===== src/rtl/exception_control.sv =====
// Interrupt/exception entry and exit sequencer for the 5-stage MIPS pipeline.
// Arbitrates the fault sources, flushes, captures EPC/cause and issues one fetch redirect pulse.
module exception_control #(
    parameter int PC_W      = 32,
    parameter int FLUSH_CYC = 3
) (
    input  logic            clk,
    input  logic            rst,
    input  logic            valid,
    input  logic            intReq,
    input  logic            intEn,
    input  logic            expt1Req,
    input  logic [PC_W-1:0] expt1Pc,
    input  logic            expt2Req,
    input  logic [PC_W-1:0] expt2Pc,
    input  logic [PC_W-1:0] curPc,
    input  logic            rti,
    output logic            intr,
    output logic            expt1,
    output logic            expt2,
    output logic            flush,
    output logic [PC_W-1:0] epc,
    output logic [1:0]      cause,
    output logic            intPending,
    output logic            inHandler
);

    typedef enum logic [1:0] {IDLE, FLUSH, ISSUE, HANDLER} state_t;

    localparam logic [2:0] FLUSH_LOAD = 3'(FLUSH_CYC);
    localparam logic [1:0] CAUSE_NONE  = 2'b00;
    localparam logic [1:0] CAUSE_EXPT1 = 2'b01;
    localparam logic [1:0] CAUSE_EXPT2 = 2'b10;
    localparam logic [1:0] CAUSE_INT   = 2'b11;

    state_t          state_reg;
    logic [2:0]      cnt_reg;
    logic            int_prev_reg;

    logic            int_rise;
    logic            can_accept;
    logic            take_int;
    logic            accept;
    logic            int_taken;
    logic [1:0]      win_cause;
    logic [PC_W-1:0] win_pc;

    assign int_rise   = intReq & ~int_prev_reg;
    assign can_accept = (state_reg == IDLE) || (state_reg == HANDLER);
    // Interrupts are masked while a handler runs; exceptions may still nest.
    assign take_int   = intPending & intEn & valid & (state_reg == IDLE);
    assign accept     = can_accept & (expt1Req | expt2Req | take_int);
    assign int_taken  = accept & ~expt1Req & ~expt2Req;

    always_comb begin
        win_cause = CAUSE_INT;
        win_pc    = curPc;
        if (expt1Req) begin
            win_cause = CAUSE_EXPT1;
            win_pc    = expt1Pc;
        end else if (expt2Req) begin
            win_cause = CAUSE_EXPT2;
            win_pc    = expt2Pc;
        end
    end

    always_ff @(posedge clk or negedge rst) begin
        if (!rst) begin
            state_reg    <= IDLE;
            cnt_reg      <= '0;
            int_prev_reg <= 1'b0;
            intPending   <= 1'b0;
            intr         <= 1'b0;
            expt1        <= 1'b0;
            expt2        <= 1'b0;
            flush        <= 1'b0;
            epc          <= '0;
            cause        <= CAUSE_NONE;
            inHandler    <= 1'b0;
        end else begin
            int_prev_reg <= intReq;
            // A new edge in the acceptance cycle must survive the clear.
            intPending   <= (intPending & ~int_taken) | int_rise;

            case (state_reg)
                IDLE, HANDLER: begin
                    if (accept) begin
                        state_reg <= FLUSH;
                        cnt_reg   <= FLUSH_LOAD;
                        flush     <= 1'b1;
                        epc       <= win_pc;
                        cause     <= win_cause;
                        inHandler <= 1'b0;
                    end else if ((state_reg == HANDLER) && rti && valid) begin
                        state_reg <= IDLE;
                        cause     <= CAUSE_NONE;
                        inHandler <= 1'b0;
                    end
                end
                FLUSH: begin
                    if (cnt_reg == 3'd1) begin
                        state_reg <= ISSUE;
                        flush     <= 1'b0;
                        intr      <= (cause == CAUSE_INT);
                        expt1     <= (cause == CAUSE_EXPT1);
                        expt2     <= (cause == CAUSE_EXPT2);
                    end else begin
                        cnt_reg <= cnt_reg - 3'd1;
                    end
                end
                ISSUE: begin
                    state_reg <= HANDLER;
                    inHandler <= 1'b1;
                    intr      <= 1'b0;
                    expt1     <= 1'b0;
                    expt2     <= 1'b0;
                end
                default: begin
                    state_reg <= IDLE;
                end
            endcase
        end
    end

endmodule


===== config.mk =====
export PLATFORM = sky130hd
export DESIGN_NAME = exception_control
export DESIGN_NICKNAME = d
export VERILOG_FILES = /design/src/rtl/exception_control.sv
export SDC_FILE = /design/constraint.sdc
export NUM_CORES = 1
export LEC_CHECK = 0
export ABC_AREA = 1
export BUFFER_PORTS_ARGS = -buffer_cell sky130_fd_sc_hd__buf_2
export CAP_MARGIN = 5
export CORE_MARGIN = 5
export CORE_UTILIZATION = 40
export CTS_CLUSTER_DIAMETER = 80
export DETAILED_ROUTE_END_ITERATION = 10
export GPL_TIMING_DRIVEN = 0
export PLACE_DENSITY_LB_ADDON = 0.25
export SLEW_MARGIN = 0
export SYNTH_ARGS = -nofsm -noshare
export SYNTH_HDL_FRONTEND = slang
export SYNTH_SLANG_ARGS = --single-unit

===== constraint.sdc =====
create_clock -name clk -period 1.6 [get_ports clk]
set_clock_uncertainty 0.15 [all_clocks]
set_input_delay 0.48 -clock clk [delete_from_list [all_inputs] [get_ports clk]]
set_output_delay 0.48 -clock clk [all_outputs]
set_load 0.01 [all_outputs]

Word level (Yosys, flattened, before mapping)
Cells that the tools add are included.

storage, ports and cells
  bits in registers = 46
  word-level logic and storage cells = 78

operators by class
  add/subtract/negate cells = 1
  equal/unequal tests = 11
  mux-type cells = 24
  bitwise logic cells = 15
  reduce and logical (&&, ||, !) cells = 16

operator list
  cell                                               count
  two-way mux 32 bit                                 2
  two-way mux 2 bit                                  5
  one-hot mux 1 bit (2 select lines)                 5
  AND reduction 2 bit                                5
  AND 1 bit                                          8
  == test 2 bit (second input constant)              4
  two-way mux 1 bit                                  8
  nonzero test 2 bit                                 4
  two-way mux 3 bit                                  2
  != test 2 bit (second input constant)              3
  one-hot mux 2 bit (3 select lines)                 1
  one-hot mux 3 bit (2 select lines)                 1
  AND reduction 3 bit                                2
  == test 2 x 1 -> 1 bit (second input constant)     2
  inverter 1 bit                                     4
  == test 3 x 1 -> 1 bit (second input constant)     1
  != test 3 bit (second input constant)              1
  bitwise OR 1 bit                                   3
  subtractor 3 x 1 -> 3 bit (second input constant)  1
  logical AND 1 bit                                  2
  logical NOT 2 bit                                  1
  OR reduction 2 bit                                 1
  logical OR 1 bit                                   1

Longest topological paths before layout
Gate-level depths: netlist of run 1.

  word-level depth = 10
  gate-level depth with buffers = 9

Least setup slack after synthesis of run 1
Ideal clock, no wire load.

  kind = register to register
  start = register state_reg[0]
  end = register epc[11]
  data arrival time = 1.269 ns
  data required time = 1.334 ns
  slack = 0.064 ns
  cell stages (with the launch flop) = 8
  buffers on the path = 1
  clock period less this slack = 1.536 ns
  cell sequence = dfrtp_1 > inv_1 > ha_1 > inv_1 > nand2_4 > buf_2 > nand2_1 > nand2_1

between the ends
  longest elaborated chain between the ends = 5
  elaborated cells between the ends (all ways) = 8
  those cells by class = 1 x eq/ne; 3 x bitwise; 4 x reduce/logical

ends and longest elaborated chain
  item                                    line        RTL
  from (decl)                             36          state_t state_reg;
  from (signal assigned)                  69          state_reg <= IDLE;
  from (signal assigned)                  88          state_reg <= FLUSH;
  from (signal assigned)                  95          state_reg <= IDLE;
  logical NOT 2 bit                       49, 51, 85
  AND 1 bit                               51          assign take_int = intPending & intEn & valid & (state_reg == IDLE);
  bitwise OR 1 bit                        52          assign accept = can_accept & (expt1Req | expt2Req | take_int);
  AND 1 bit                               52
  AND reduction 2 bit (no source line) *  n/a
  to (signal assigned)                    91          epc <= win_pc;
  to (decl)                               22          output logic [PC_W-1:0] epc,

Every way passes the cells marked *; elsewhere a longest branch is shown, timed or not.
A chain may end at the register's enable or synchronous reset.

Worst setup path after layout of run 1
  start = register state_reg[0]
  end = register epc[5]

Same word-level chain as after synthesis.

==> results by stage, run 1 <==
Yosys:
- The number of warnings reported in the yosys synthesis log is 0.
- The synthesized instance count is approximately 370.
- The post-synthesis register bit count is between 40 and 50.
- Synthesis produced a netlist with a net count of slightly below 500.
- The netlist area before placement is 2611 µm².
- The average instance in the mapped netlist occupies 6.982 µm².
- The number of enable-type register cells in the synthesized netlist is 0.
- The most used flip-flop cell after synthesis is sky130_fd_sc_hd__dfrtp_1.
- Of all flip-flops after synthesis, the portion carrying an async set or reset was 1.000.
- The number of distinct library cell variants in the gate-level netlist after synthesis is 22.
- For this run, the register share of the synthesized area comes to 0.4408.

Detailed routing:
- After detailed routing, the number of remaining DRC violations is 0.
- The final layout contains routed wiring with a total length of 7.800 mm.
- The detailed-router iteration count before antenna repair is 4.
- The count of nets left with antenna violations once routing finished came out at 0.
- The vias after detailed routing is 2815.
- Using the TritonRoute via totals, the vias-per-cell ratio works out to 4.622.
- Dividing the detail-routed wire length by the instance count gives about 13 µm.
- The violation count after the first detailed-route iteration is 89.

Cells and area:
- Once layout is done, the placed cells without fillers occupy between 3000 and 4000 µm².
- The register with the most flip-flops in the layout has 32 of them.
- At the end of the flow the core is filled with cells to 0.5919.
- The count of inserted antenna diode cells is 0.
- The area growth from synthesis to layout is 43.94%.
- The share of final-layout standard cells stronger than drive strength 1 is 0.3778.
- The fill cell instance count of the final layout is a little under 600.
- The number of nets in the layout is around 640.

Place:
- The count of buffers inserted at the top-level ports is ~140.
- The post-DP HPWL is just over 6 mm.
- Summing all placed instances gives a cell area of between 3000 and 4000 µm².
- At the end of routability-driven placement, the weighted congestion stood at 0.7982.

Clocking:
- The cell at the root of the clock tree is sky130_fd_sc_hd__clkbuf_8.
- Counting the buffers created by CTS gives 5.
- The H-tree generated during clock tree synthesis spans 2 levels.
- The CTS clock-pin slew for the worst setup and hold paths is 0.08 ns.
- The clock passes through at most 2 buffers.
- For the worst-skew pair, the clock arrives at the later sink with an insertion delay of roughly 0.29 ns.
- TritonCTS built the clock tree.
- The clock net sink count is 46.

Floorplanning:
- The area enclosed by the die boundary is 8244 µm².
- The area of the placeable core is around 6300 µm².
- For this design the top-level I/O count stands at approximately 140.
- The y dimension of the die is a little over 90 µm.
- The width of the die is 90.80 µm.
- For this configuration, the core starts out at a cell density of 0.4112.
- After floorplanning, the core was divided into 29 placement rows.

STA:
- Dividing the final minimum period by the clock period gives 0.9694.
- For the pin with the worst max-slew slack, the measured transition is ~1 ns.
- On the final layout, the worst hold slack is between 0.15 and 0.2 ns.
- The maximum clock frequency is about 0.64 GHz.
- The final number of hold-violating endpoints was 0.
- The number of max-slew violations in the final report was 0.
- Setup repair after global routing could not meet its margin everywhere.
- The relative max-transition margin is 0.3446.
- The time the worst path needs with I/O delays and setup is around 1.6 ns.
- Setup violations remaining at the end of the flow were counted as 0.

Setup path:
- In this run the worst setup path begins at state_reg[0].
- In this run the critical register-to-register path is launched from state_reg[0].
- STA classifies the critical path endpoint as a register.
- The kind of critical path is reg -> reg.
- The largest driver fanout on the critical path is 8.
- The category of the worst setup path launch point is a register.
- The signal arrival time at the worst endpoint is ~1.6 ns.
- At the worst endpoint, the required time is about 1.7 ns.
- The biggest cell delay along the critical path is 0.40 ns.
- The highest-delay cell along the critical path is sky130_fd_sc_hd__dfrtp_1.
- The signal on the critical path passes through inv_2 -> ha_4 -> nand2_4 -> o21ai_4 -> nand2_8 -> clkinv_8 -> clkbuf_16 -> nand2_2 -> nand2_1.

Global routing:
- The number of global-route vias before repair is 2857.
- After global routing the overflow that remains totals 0.
- For this run, the total global-route usage over all layers was measured as 0.1876.
- The first-pass GRT wire length is 12.86 mm.
- The initial antenna violation count is 0.
- The maximum number of pins on one net before global-route repair is 47.

Worst hold path:
- The path class of the tightest hold or removal check is in -> reg.
- In this run the most critical hold path is launched from intReq.

Power:
- For this design the ratio of total power to cell area is 1810 nW/µm².
- For this design the static power due to leakage is 2.201 nW.
- The worst-case IR drop observed on VDD is roughly 0.84 mV.

Status:
- The run finished with clean final reports.

Flow run:
- Max-cap violations in this run came to 0.
worst max-delay path, delay by kind of cell, from the launching register on:
family,cells,cell delay (ns)
compound gates,1,0.20
fa+ha+maj,1,0.14
buf+inv,3,0.34
flops,1,0.40
simple gates,4,0.26
report_power, final:
part	internal, mW	leakage (nW)	switching, mW
combinational	1.74	1.58	2.17
sequential	1.72	0.568	0.318
clock	0.466	0.0514	0.376
total	3.93	2.20	2.87
placed cells by master, fill, tap and decap left out, types with 2 or more instances in the layout:
master	netlist	layout
sky130_fd_sc_hd__buf_6	7	8
sky130_fd_sc_hd__ha_4	0	2
sky130_fd_sc_hd__clkbuf_1	3	4
sky130_fd_sc_hd__inv_1	15	11
sky130_fd_sc_hd__clkbuf_16	0	2
sky130_fd_sc_hd__inv_2	1	5
sky130_fd_sc_hd__nand4_1	2	2
sky130_fd_sc_hd__clkbuf_8	0	5
sky130_fd_sc_hd__nand3_1	40	40
sky130_fd_sc_hd__nand2_1	233	215
sky130_fd_sc_hd__buf_8	0	3
sky130_fd_sc_hd__nand2_2	0	17
sky130_fd_sc_hd__o21ai_1	1	2
sky130_fd_sc_hd__buf_4	1	5
sky130_fd_sc_hd__dfrtp_1	46	46
sky130_fd_sc_hd__buf_2	5	145
sky130_fd_sc_hd__o21ai_0	5	4
sky130_fd_sc_hd__ha_1	6	3
final cells by class:
type,count,area (µm²),share of cell area
sequential,46,1151,0.3063
clock buffer,6,72.57,0.01931
clock inverter,2,37.54,0.009987
timing repair buffer,150,809.5,0.2154
tap,77,96.34,0.02563
inverter,17,76.32,0.02031
buffer,16,150.1,0.03995
multi-input combinational,295,1365,0.3632
cells by family (layout without fill, tap and decap cells):
group	Yosys count	count (layout)	share of synthesized area
simple gates	280	280	0.4370
xor+xnor	1	1	0.003355
fa+ha+maj	6	6	0.02875
buf+inv	33	191	0.07235
compound gates	8	8	0.01773
flops	46	46	0.4408
layer usage:
layer	wire length, µm	global-route usage	vias up
li1	-	-	1465
met1	3148	0.2286	1212
met2	3700	0.3105	130
met3	848	0.07250	8
met4	103	0.04890	0
met5	0	0	-
synthesized netlist by cell type (2+ instances only):
cell type | instances | area (µm²)
sky130_fd_sc_hd__ha_1 | 6 | 75.07
sky130_fd_sc_hd__clkbuf_1 | 3 | 11.26
sky130_fd_sc_hd__nand3_1 | 40 | 200.2
sky130_fd_sc_hd__buf_6 | 7 | 78.83
sky130_fd_sc_hd__dfrtp_1 | 46 | 1151
sky130_fd_sc_hd__nand2_1 | 233 | 874.6
sky130_fd_sc_hd__buf_2 | 5 | 25.02
sky130_fd_sc_hd__o21ai_0 | 5 | 25.02
sky130_fd_sc_hd__nand4_1 | 2 | 12.51
sky130_fd_sc_hd__inv_1 | 15 | 56.30
worst paths after layout:
kind / slack [ns] / cells after the start / to
setup / recovery: 0.05 / 9 / epc[5]
hold / removal: 0.16 / 1 / int_prev_reg
setup reg to reg: 0.05 / 9 / epc[5]
hold reg to reg: 0.33 / 2 / cnt_reg[1]
max in group asynchronous: 0.49 / 1 / state_reg[0]
min in group asynchronous: 0.19 / 1 / cnt_reg[1]
per-stage QoR:
step | TNS (ns) | power (mW) | worst slack, ns | instances
finish | 0 | 6.802 | 0.04902 | 609
global route | -0.7490 | 7.392 | -0.03895 | 609
CTS | -0.02358 | 6.275 | -0.007254 | 606
detailed placement | -4.286 | 5.228 | -0.1457 | 593
global placement | -3.216 | 5.133 | -0.1112 | 593
floorplan | 0 | 4.089 | 0.06448 | 374
what timing repair did:
action	in CTS	in global routing
cloned	0	2
pin swaps	2	12
setup buffers	5	1
hold buffers	0	0
endpoints found under the setup margin	41	43
gates resized for setup	7	35
No activity file was read; power rests on OpenSTA's default activity.
==> run 2: changes to the inputs <==
- ABC_AREA: 1 -> 0
- CORE_UTILIZATION: 40 -> 41
==> run 2 against run 1 <==
Compared with the run above: highest routed layer unchanged; sequential power about the same; final cell count down 15%; critical path type unchanged; power up 13%; the flow now finishes with violations (setup timing); sequential share of layout area down 2.6 points; worst setup slack worse by 0.27 ns; via count down 5.0%; clock power up 2.4%; synthesized area up 5.8%; clock-buffer cell count up 1; sequential cell count unchanged.
==> results by stage, run 2 <==
Status:
- Result of the run: finished with violations (was complete, no violations).
- The final reports fail on setup timing.

Floorplanning:
- The boundary pin count was 144 (unchanged).
- The y dimension of the die is 92.09 µm (was 90.80 µm).
- The width of the die came to 92.09 µm (was 90.80 µm).
- The area enclosed by the die boundary came to 8480 µm² (was 8244 µm²).
- The initial core utilization came to 0.4135 (was 0.4112).
- The number of standard-cell rows in the floorplan is 30 (was 29).
- The area of the placeable core came to 6681 µm² (was 6350 µm²).

Power:
- The switching power was 2.862 mW (was 2.869 mW).
- The register share of total power came to 0.268 (was 0.300).
- The power density normalized to cell area is 1872 nW/µm² (was 1810 nW/µm²).
- The cell internal power dissipation came to 4.842 mW (was 3.933 mW).
- The reported leakage power came to 2.085 nW (was 2.201 nW).
- The post-route total power is 7.704 mW (was 6.802 mW).
- The maximum VDD drop is 0.7154 mV (was 0.8416 mV).
- The combinational power share came to 0.621 (was 0.576).
- The clock share of power is 0.112 (was 0.124).
- The switching part of the total power came to 0.3715 (was 0.4218).

Place:
- The instance area after placement is 3593 µm² (was 3418 µm²).
- The final weighted congestion in routability-driven placement came to 0.8690 (was 0.7982).
- The count of buffers inserted at the top-level ports is 142 (unchanged).
- The post-DP HPWL is 5.784 mm (was 6.115 mm).

Yosys:
- The proportion of synthesized flip-flops having asynchronous set or reset came to 1.000 (unchanged).
- The fraction of synthesized cell area taken by the top area cell type is 0.4167 (was 0.4408).
- The most area-hungry cell type in the Yosys netlist was sky130_fd_sc_hd__dfrtp_1 (unchanged).
- The top flip-flop cell by instance count after synthesis is sky130_fd_sc_hd__dfrtp_1 (unchanged).
- The mean cell area of the mapped netlist is 10.31 µm² (was 6.982 µm²).
- Main area contributors after synthesis: sky130_fd_sc_hd__dfrtp_1 42%, sky130_fd_sc_hd__mux2i_1 12%, sky130_fd_sc_hd__mux2_2 12%, sky130_fd_sc_hd__o21ai_0 6.7%, sky130_fd_sc_hd__nand2_1 4.5% (was sky130_fd_sc_hd__dfrtp_1 44%, sky130_fd_sc_hd__nand2_1 33%, sky130_fd_sc_hd__nand3_1 7.7%, sky130_fd_sc_hd__buf_6 3.0%, sky130_fd_sc_hd__ha_1 2.9%).
- The most numerous cell in the Yosys netlist is sky130_fd_sc_hd__dfrtp_1 (was sky130_fd_sc_hd__nand2_1).
- The total nets after synthesis is 378 (was 484).
- Leading cell types by count after synthesis: 46 x sky130_fd_sc_hd__dfrtp_1, 37 x sky130_fd_sc_hd__o21ai_0, 33 x sky130_fd_sc_hd__mux2i_1, 33 x sky130_fd_sc_hd__nand2_1, 29 x sky130_fd_sc_hd__mux2_2 (was 233 x sky130_fd_sc_hd__nand2_1, 46 x sky130_fd_sc_hd__dfrtp_1, 40 x sky130_fd_sc_hd__nand3_1).
- The fraction of the yosys area taken by sequential cells came to 0.4167 (was 0.4408).
- The number of distinct library cell variants in the gate-level netlist after synthesis is 42 (was 22).
- The number of warnings reported in the yosys synthesis log is 0 (unchanged).
- The synthesized instance count is 268 (was 374).
- The number of enable-type register cells in the synthesized netlist is 0 (unchanged).
- The post-synthesis register bit count is 46 (unchanged).
- The netlist area before placement is 2763 µm² (was 2611 µm²).

Clocking:
- The CTS clock-pin slew for the worst setup and hold paths was 0.09 ns (was 0.08 ns).
- The cell at the root of the clock tree is sky130_fd_sc_hd__clkbuf_8 (unchanged).
- The H-tree level count is 2 (unchanged).
- The number of CTS-inserted buffers is 5 (unchanged).
- The clock insertion delay at the later pin of the skew report came to 0.30 ns (was 0.29 ns).
- The clock net sink count is 46 (unchanged).
- The TritonCTS clock tree was yes (unchanged).
- The count of hold buffers inserted by post-cts repair is 0 (unchanged).
- The number of buffers on the longest clock path is 2 (unchanged).

STA:
- The relative max-transition margin is 0.2916 (was 0.3446).
- The time the worst path needs with I/O delays and setup was 1.821 ns (was 1.551 ns).
- The maximum clock frequency is 0.5493 GHz (was 0.6448 GHz).
- Unrepaired setup endpoints after global routing: true (unchanged).
- The worst path setup slack after routing is -0.2206 ns (was 0.04902 ns).
- The share of the clock period used by the worst path after layout was 1.138 (was 0.9694).
- The final-report setup violation count is 41 (was 0).
- The final number of hold-violating endpoints is 0 (unchanged).
- The final worst hold slack is 0.1446 ns (was 0.1551 ns).
- The measured slew at the worst slew-check pin is 1.063 ns (was 0.9831 ns).
- The number of max-slew violations in the final report is 0 (unchanged).

Detailed routing:
- The total wirelength of the detailed-routed design is 8.309 mm (was 7.800 mm).
- The remaining antenna violation count was 0 (unchanged).
- The post-detailed-route DRC marker count came to 0 (unchanged).
- The violation count after the first detailed-route iteration came to 78 (was 89).
- The vias after detailed routing is 2675 (was 2815).
- The detailed-router iteration count before antenna repair is 6 (was 4).
- The routed via count divided by cell count is 5.184 (was 4.622).
- The final routed wire length divided by cell count is 16.10 µm (was 12.81 µm).

Cells and area:
- Commonest cells after routing, fill and taps aside: 146 x sky130_fd_sc_hd__buf_2, 45 x sky130_fd_sc_hd__dfrtp_1, 35 x sky130_fd_sc_hd__o21ai_0 (was 215 x sky130_fd_sc_hd__nand2_1, 145 x sky130_fd_sc_hd__buf_2, 46 x sky130_fd_sc_hd__dfrtp_1).
- The area of all placed cells without fillers is 4115 µm² (was 3759 µm²).
- The share of final-layout standard cells stronger than drive strength 1 is 0.5528 (was 0.3778).
- The number of nets in the layout is 545 (was 641).
- The count of inserted antenna diode cells came to 0 (unchanged).
- The area growth from synthesis to layout is 48.96% (was 43.94%).
- The utilization of the core after routing is 0.6159 (was 0.5919).
- The leading cell type in the layout, fill and taps excluded is sky130_fd_sc_hd__buf_2 (was sky130_fd_sc_hd__nand2_1).
- The number of flip-flops in the largest register was 32 (unchanged).

Setup path:
- The largest driver fanout on the critical path is 5 (was 8).
- The biggest cell delay along the critical path came to 0.41 ns (was 0.40 ns).
- The worst reg-to-reg path cell count is 7 (was 9).
- The kind of critical path is reg -> reg (unchanged).
- The worst setup slack for register-to-register paths came to -0.22 ns (was 0.05 ns).
- The endpoint of the worst register-to-register path is epc[29] (was epc[5]).
- The highest-delay cell along the critical path is sky130_fd_sc_hd__dfrtp_1 (unchanged).
- The category of the worst setup path launch point is a register (unchanged).
- The data required time at the worst endpoint is 1.63 ns (was 1.68 ns).
- The signal arrival time at the worst endpoint is 1.86 ns (was 1.63 ns).
- The kind of capture point of the worst setup path is a register (unchanged).
- Cells along the critical path: inv_2 -> ha_4 -> nand4_4 -> a21oi_4 -> buf_4 -> buf_6 -> mux2_2 (was inv_2 -> ha_4 -> nand2_4 -> o21ai_4 -> nand2_8 -> clkinv_8 -> clkbuf_16 -> nand2_2 -> nand2_1).
- The startpoint of the worst-slack reg-to-reg timing path is state_reg[0] (unchanged).

Global routing:
- The maximum number of pins on one net before global-route repair is 47 (unchanged).
- The remaining global-route overflow is 0 (unchanged).
- The global-route track usage on met3 came to 0.05332 (was 0.07250).
- The met2 track demand over resource in global routing is 0.3333 (was 0.3105).
- The most heavily used metal layer in global routing is met2 (unchanged).
- The first-pass GRT wire length is 13.15 mm (was 12.86 mm).
- The met1 routing resource usage after global routing was 0.2258 (was 0.2286).
- The global-route total usage across every layer is 0.1907 (was 0.1876).
- The initial antenna violation count came to 0 (unchanged).
- The number of global-route vias before repair is 2784 (was 2857).

Worst hold path:
- The worst hold path endpoint was int_prev_reg (unchanged).
- The number of instances on the worst hold path is 1 (unchanged).
- The path type of the worst min-delay path is in -> reg (unchanged).
- The worst hold path startpoint was intReq (unchanged).

Flow run:
- The number of maximum-capacitance violations was 0 (unchanged).
==> run 2: cell count changes in the layout (fill, tap and decap cells not counted), moves of 6 or more <==
cell / change
sky130_fd_sc_hd__a21oi_1: +6
sky130_fd_sc_hd__buf_4: +9
sky130_fd_sc_hd__inv_1: -6
sky130_fd_sc_hd__mux2_2: +13
sky130_fd_sc_hd__mux2_4: +17
sky130_fd_sc_hd__mux2i_1: +33
sky130_fd_sc_hd__nand2_1: -182
sky130_fd_sc_hd__nand2_2: -17
sky130_fd_sc_hd__nand3_1: -37
sky130_fd_sc_hd__o21ai_0: +31
==> run 2: kinds of logic (layout without fill, tap and decap cells) <==
logic type	count (synthesis)	in the layout	synth area share
muxes	65	65	0.2500
AOI/OAI and AO/OA	64	64	0.1422
and+or+nand+nor	59	59	0.1101
DFF	46	46	0.4167
buffers and inverters	28	196	0.05389
adders and majority gates	6	6	0.02717
==> run 2: critical path, delay by kind of cell, from the launching register on <==
| family | cells | cell delay, ns |
|---|---|---|
| flip-flops | 1 | 0.41 |
| buffers and inverters | 3 | 0.35 |
| multiplexers | 1 | 0.33 |
| AO/OA/AOI/OAI | 1 | 0.22 |
| adder cells (fa/ha/maj) | 1 | 0.15 |
| AND/OR/NAND/NOR | 1 | 0.10 |
==> run 2: area by class of cell <==
cell class / instances / area, µm²
fillers: 588 / 2566
clock inverters: 1 / 30.03
inverters: 10 / 42.54
clock buffers: 7 / 76.32
flip-flops and latches: 46 / 1152
well taps: 80 / 100.1
repair buffers: 162 / 912.1
plain buffers: 16 / 130.1
multi-input cells: 194 / 1672
==> run 2: what timing repair did <==
item	CTS	global route
resized for setup	29	40
pin swaps	6	9
buffers inserted	13	5
cloned	1	1
endpoints found under the setup margin	44	46
hold endpoints to repair	0	0
==> run 2: per-layer routing <==
layer	routed length, µm	part of all wire	vias up
met5	0	0	-
met4	239	0.029	0
met3	504	0.061	18
met2	4304	0.52	96
met1	3261	0.39	1258
li1	-	-	1303
==> run 2: worst max-delay path by stage <==
stage / from / to
4_1_cts: state_reg[1] / epc[21]
2_1_floorplan: state_reg[0] / epc[10]
5_1_grt: state_reg[1] / epc[24]
6_report: state_reg[0] / epc[29]
3_3_place_gp: state_reg[0] / epc[1]
3_5_place_dp: state_reg[0] / epc[30]
==> run 2: metrics by stage <==
stage,setup slack [ns],setup TNS [ns],std cells
6_report,-0.2206,-6.613,516
2_1_floorplan,-0.1896,-5.763,268
3_5_place_dp,-0.4476,-15.02,490
4_1_cts,-0.2443,-7.494,510
3_3_place_gp,-0.4126,-14.01,490
5_1_grt,-0.3098,-10.42,516
==> run 2: power by group through the flow <==
stage | registers, mW | logic, mW | clock network (mW)
global placement | 2.03 | 3.27 | 0
detailed placement | 2.05 | 3.34 | 0
global route | 2.14 | 5.11 | 0.935
floorplan | 2.27 | 2.00 | 0
CTS | 2.03 | 4.02 | 0.882
finish | 2.06 | 4.78 | 0.862
